==> src/rtl/pe_pkg.sv <==
// Shared PE definitions: mode encoding driven to the PE row and the
// row-driver FSM state enumeration.
package pe_pkg;

    // Mode presented to every PE in a row.
    typedef enum logic [1:0] {
        MODE_SINGLE = 2'd0,
        MODE_SA     = 2'd1,
        MODE_SAVE   = 2'd2,
        MODE_INIT   = 2'd3
    } pe_mode_e;

    // Row-driver job sequencing.
    typedef enum logic [2:0] {
        ST_IDLE,
        ST_LOAD,
        ST_STREAM,
        ST_DRAIN,
        ST_DONE
    } pe_state_e;

endpackage

==> src/rtl/pe_act_delay.sv <==
// Activate delay line that aligns each accepted sample with the result
// emerging from the last PE. The final stage is the result-valid register,
// so the accept-to-valid latency is DEPTH cycles.
module pe_act_delay #(
    parameter int DEPTH = 5
) (
    input  logic       clk,
    input  logic       rst,
    input  logic       i_clear,
    input  logic       i_act,
    input  logic [7:0] i_data,
    output logic       o_valid,
    output logic [7:0] o_data
);

    logic [DEPTH-1:0] r_stage;
    logic [DEPTH-1:0] w_next;
    logic [7:0]       r_data;

    assign w_next  = {r_stage[DEPTH-2:0], i_act};
    assign o_valid = r_stage[DEPTH-1];
    assign o_data  = r_data;

    // Shift the activate tokens every cycle; capture the last PE output
    // in the cycle its token reaches the valid stage.
    // NOTE: the delay line is a handful of flops, so it is reset like any
    // other control state; a cleared line guarantees no phantom results.
    always_ff @(posedge clk or posedge rst) begin
        if (rst) begin
            r_stage <= '0;
            r_data  <= '0;
        end else if (i_clear) begin
            r_stage <= '0;
        end else begin
            r_stage <= w_next;
            if (w_next[DEPTH-1]) begin
                r_data <= i_data;
            end
        end
    end

endmodule

==> src/rtl/pe_row_driver.sv <==
// Row driver: loads per-PE weights, streams input samples into PE 0 in
// systolic mode, drains the row and collects results from the last PE.
module pe_row_driver
    import pe_pkg::*;
#(
    parameter int N     = 4,
    parameter int LEN_W = 8
) (
    input  logic               clk,
    input  logic               rst,
    input  logic               start,
    input  logic               abort,
    input  logic [LEN_W-1:0]   len_i,
    input  logic [N*8-1:0]     w_i,
    input  logic [N*8-1:0]     bias_i,
    input  logic               in_valid,
    input  logic [7:0]         in_data,
    output logic               in_ready,
    output logic [1:0]         mode_o,
    output logic               activate_o,
    output logic [7:0]         pe_in_o,
    output logic [N*8-1:0]     pe_filter_o,
    input  logic [7:0]         pe_out_last_i,
    output logic               res_valid,
    output logic [7:0]         res_data,
    output logic               busy,
    output logic               done
);

    localparam int DW = $clog2(N + 1);

    pe_state_e        r_state;
    pe_state_e        w_next_state;
    logic [LEN_W-1:0] r_len;
    logic [LEN_W-1:0] r_cnt;
    logic [DW-1:0]    r_drain;
    logic [N*8-1:0]   r_w;
    logic [N*8-1:0]   r_bias;
    logic             w_start_ok;
    logic             w_accept;
    logic             w_last_accept;

    assign w_start_ok    = start && (len_i != '0);
    assign w_accept      = (r_state == ST_STREAM) && in_valid;
    assign w_last_accept = w_accept && ((r_cnt + 1'b1) == r_len);

    // State register.
    // NOTE: sequential state uses non-blocking assignments so every flop
    // samples pre-edge values regardless of block ordering.
    always_ff @(posedge clk or posedge rst) begin
        if (rst) begin
            r_state <= ST_IDLE;
        end else begin
            r_state <= w_next_state;
        end
    end

    // Next-state logic; abort overrides every transition, including start.
    always_comb begin
        w_next_state = r_state;
        case (r_state)
            ST_IDLE:   if (w_start_ok) w_next_state = ST_LOAD;
            ST_LOAD:   w_next_state = ST_STREAM;
            ST_STREAM: if (w_last_accept) w_next_state = ST_DRAIN;
            ST_DRAIN:  if (r_drain == DW'(N)) w_next_state = ST_DONE;
            ST_DONE:   w_next_state = ST_IDLE;
            default:   w_next_state = ST_IDLE;
        endcase
        if (abort) begin
            w_next_state = ST_IDLE;
        end
    end

    // Job operands, accepted-sample counter and drain-cycle counter.
    always_ff @(posedge clk or posedge rst) begin
        if (rst) begin
            r_len   <= '0;
            r_cnt   <= '0;
            r_drain <= '0;
            r_w     <= '0;
            r_bias  <= '0;
        end else if (abort) begin
            r_cnt   <= '0;
            r_drain <= '0;
        end else begin
            if ((r_state == ST_IDLE) && w_start_ok) begin
                r_len  <= len_i;
                r_w    <= w_i;
                r_bias <= bias_i;
                r_cnt  <= '0;
            end else if (w_accept) begin
                r_cnt <= r_cnt + 1'b1;
            end
            if (r_state == ST_DRAIN) begin
                r_drain <= r_drain + 1'b1;
            end else begin
                r_drain <= '0;
            end
        end
    end

    // Row-facing outputs, combinational so PEs register them in the
    // acceptance cycle.
    // NOTE: every output gets its IDLE value first, so no path through the
    // case leaves one unassigned and no latch is inferred.
    always_comb begin
        mode_o      = MODE_INIT;
        activate_o  = 1'b0;
        pe_in_o     = '0;
        pe_filter_o = '0;
        in_ready    = 1'b0;
        done        = 1'b0;
        case (r_state)
            ST_LOAD: begin
                mode_o      = MODE_SAVE;
                pe_filter_o = r_w;
            end
            ST_STREAM: begin
                mode_o      = MODE_SA;
                pe_filter_o = r_bias;
                in_ready    = 1'b1;
                if (in_valid) begin
                    activate_o = 1'b1;
                    pe_in_o    = in_data;
                end
            end
            ST_DRAIN: begin
                mode_o      = MODE_SA;
                pe_filter_o = r_bias;
            end
            ST_DONE: begin
                done = !abort;
            end
            default: ;
        endcase
    end

    assign busy = (r_state != ST_IDLE);

    pe_act_delay #(
        .DEPTH (N + 1)
    ) u_act_delay (
        .clk     (clk),
        .rst     (rst),
        .i_clear (abort),
        .i_act   (activate_o),
        .i_data  (pe_out_last_i),
        .o_valid (res_valid),
        .o_data  (res_data)
    );

endmodule

==> config.mk <==
export PLATFORM = sky130hd
export DESIGN_NAME = pe_row_driver
export DESIGN_NICKNAME = d
export VERILOG_FILES = /design/src/rtl/pe_pkg.sv /design/src/rtl/pe_act_delay.sv /design/src/rtl/pe_row_driver.sv
export SDC_FILE = /design/constraint.sdc
export NUM_CORES = 1
export LEC_CHECK = 0
export BUFFER_PORTS_ARGS = -buffer_cell sky130_fd_sc_hd__buf_2
export CORE_MARGIN = 2
export CORE_UTILIZATION = 30
export CTS_CLUSTER_DIAMETER = 150
export DETAILED_ROUTE_END_ITERATION = 8
export HOLD_SLACK_MARGIN = 0.08
export PLACE_DENSITY = 0.55
export SETUP_SLACK_MARGIN = 0.4
export SYNTH_ARGS = -nofsm -noshare
export SYNTH_HDL_FRONTEND = slang
export SYNTH_SLANG_ARGS = --single-unit
==> constraint.sdc <==
create_clock -name clk -period 7.29 [get_ports clk]
set_input_delay 0.3645 -clock clk [delete_from_list [all_inputs] [get_ports clk]]
set_output_delay 0.3645 -clock clk [all_outputs]
set_load 0.01 [all_outputs]
==> out/metrics.yaml <==
route:
  wl_per_cell_um: 14.97
  routed_wl_mm: 10.06
  viasPerCell: 4.808
  drt_iter0_markers: 173
  ant_nets: 0
  drc: 0
  firstDrtPassIters: 4
  num_vias: 3231
power:
  p_leak_nw: 2.712
  combinationalPowerShare_pct: 18.2
  vdd_drop_max_v: 0.0001691
  powerDensity_nw_per_um2: 254.1
  power_frac_seq_pct: 49.0
  clock_power_share_pct: 32.8
  p_switching_mw: 0.3721
  p_int_mw: 1.060
  power_mw: 1.432
  swShare_pct: 25.98
final_layout:
  drive_above_1_share_pct: 50.82
  nets: 580
  diodes: 0
  syn_to_final_growth_pct: 26.91
  utilization_pct: 38.92
setup_path:
  r2r_cells: 7
  crit_slowest_cell: "nor2b_4"
  arrival_ps: 2630
  timing.rr.start: "r_state[1]"
  path_delay_family: "simple AND/OR/NAND/NOR gates"
  rrSetupSlack_ps: 4360
  start_kind: "flip-flop"
  r2r-end: "r_state[0]"
  crit_type: "flip-flop to primary output"
  required_ps: 6930
  path_max_fanout: 34
  crit_path_cell_trace: "nor2b_4 > inv_2 > nor3b_2 > and2_1 > buf_2"
  path_buf_inv: 2
  startpoint: "r_state[1]"
  end_kind: "primary output"
  critPathMaxStageDelay_ps: 830
synth:
  synth_compound_area_share_pct: 10.03
  synth_largest_area_cell: "dfrtp_1"
  synthAdderAreaFrac_pct: 0.8453
  synth-simple-area-share_pct: 7.918
  synth_area_leaders: "dfrtp_1 56%, mux2_2 19%, a22o_1 6.5%, xnor2_1 1.6%, mux2_1 1.5%"
  synth_common_cells: "99 x dfrtp_1, 74 x mux2_2, 33 x a22o_1"
  netlist_instances: 343
  yosysMostFrequentCell: "dfrtp_1"
  synth_top_area_share_pct: 55.79
  synth_mux_area_share_pct: 20.29
  ys_types: 41
  ys_async_sr_fraction_pct: 100.0
  syn-num-nets: 439
  ys.flop_type: "dfrtp_1"
  synth_top_family_by_area: "multiplexers"
  ys_warn_count: 0
  yosysSeqAreaShare_pct: 55.79
  synth-xor-area-share_pct: 1.972
  synth_area_um2: 4441
  synth_area_per_cell_um2: 12.95
  ys_ff_latch: 99
  synth-edff-count: 0
timing:
  fin_crit_sh_pct: 41.06
  slew_violations: 0
  setup_violations: 0
  grt_setup_unrepaired: "false"
  timing.hold.ws_ps: 230.9
  tightestPinTransition_ps: 1044
  hold_viol: 0
  max-slew-margin-rel_pct: 30.41
  fmax_mhz: 334.1
  fin_tns_setup_ps: 0
  setup_ws_ps: 4297
  finalClockSkew_ps: 4.978
  period_minus_slack_ps: 2993
grt:
  grt_pass1_vias: 3408
  track_usage_pct: 13.42
  grt_antenna_before_repair: 0
  grt_max_degree: 84
  grt_pass1_wl_mm: 16.92
  grt-ovfl-total: 0
clock_tree:
  cts.clk_slew.worst_paths_ps: 70
  clk_latency_ps: 340
  cts_sinks: 99
  cts_made_buffers: 9
  cts_tree: "yes"
  cts.htree.levels: 3
  post_cts_buffers: 0
  clock-root-buffer: "clkbuf_16"
  clk_path_buf_depth: 2
floorplanning:
  core-area_um2: 14480
  die_x_um: 125.7
  die_area_um2: 15790
  pin_count: 148
  num_rows: 44
  die_h_um: 125.7
  initial_core_util_pct: 30.67
placed_design:
  gp_congestion: 0.8785
  dpl_worst_slack_ps: 4310
  place_hpwl_mm: 6.951
  place.port_buffers: 147
min_path:
  min_to: "r_w[24]"
  holdCritStartpoint: "w_i[24]"
  whs_path_depth: 2
  hp-class: "primary input to flip-flop"
run:
  max_cap_viol_count: 0
status:
  status: "finished clean"
## registers in the layout (all words and copies together) (netlist names)
signal and count:
r_len 8, u_act_delay.r_stage 5, r_bias 32, r_drain 3, r_w 32, r_state 3
r_cnt 8, u_act_delay.o_data 8
## per-layer routing
metal | GRT usage, % | routed length, µm
met1 | 15.50 | 3991
met2 | 22.19 | 4995
met3 | 6.627 | 936
met4 | 3.660 | 138
met5 | 0 | 0
## metrics by stage
| step | instances | area (µm²) |
|---|---|---|
| floorplan | 343 | 4441 |
| global placement | 656 | 5334 |
| detailed placement | 656 | 5334 |
| CTS | 672 | 5635 |
| global route | 672 | 5635 |
| finish | 672 | 5635 |
## placed cells by master, fill, tap and decap left out, drive strengths merged, types with 2 or more instances in the layout
cell and count:
a21oi 6, a22o 33, nor2b 5, and3 3
ha 3, clkbuf 9, xnor2 8, clkinvlp 3
dfrtp 99, o22ai 2, nand3 5, buf 150
o21ai 9, inv 11, nor4 6, nor3b 2
xor2 2, mux2 80, o31ai 2, and2 9
nor2 13, nand2b 3, nand2 12
## power by group through the flow
stage               sequential, mW  combinational, mW  clock (mW)
floorplan                    0.696              0.185           0
global placement             0.706              0.259           0
CTS                          0.702              0.268       0.492
detailed placement           0.713              0.266           0
global route                 0.715              0.289       0.518
finish                       0.702              0.260       0.470
## final cells by class
class                   instances  area [µm²]
repair buffers                151       768.2
clock buffers                   9       225.2
multi-input cells             213        1828
inverters                      10       40.04
well taps                     184       230.2
clock inverters                 6       66.31
fillers                      1398        8843
flip-flops and latches         99        2477
## cell families (layout without fill, tap and decap cells)
logic type	Yosys count	in the layout
AOI/OAI and AO/OA	58	58
xor gates and xnor gates	10	10
adders and majority gates	3	3
buffers and inverters	31	176
DFF	99	99
muxes	80	80
and+or+nand+nor	62	62
## what timing repair did
action                                  CTS  global route
endpoints found under the setup margin    0             0
hold buffers                              1             0
hold endpoints to repair                 16             0
gates resized for setup                   0             0
## how the worst max path moves through the flow
stage | to | depth (start not counted) | slack (ps)
2_1_floorplan | r_bias[0] | 1 | 4340
4_1_cts | pe_in_o[4] | 5 | 4200
5_1_grt | r_state[0] | 7 | 3930
3_3_place_gp | r_state[0] | 7 | 4420
6_report | pe_in_o[4] | 5 | 4300
3_5_place_dp | r_state[0] | 7 | 4310
Power figures use the tool's default switching activity.
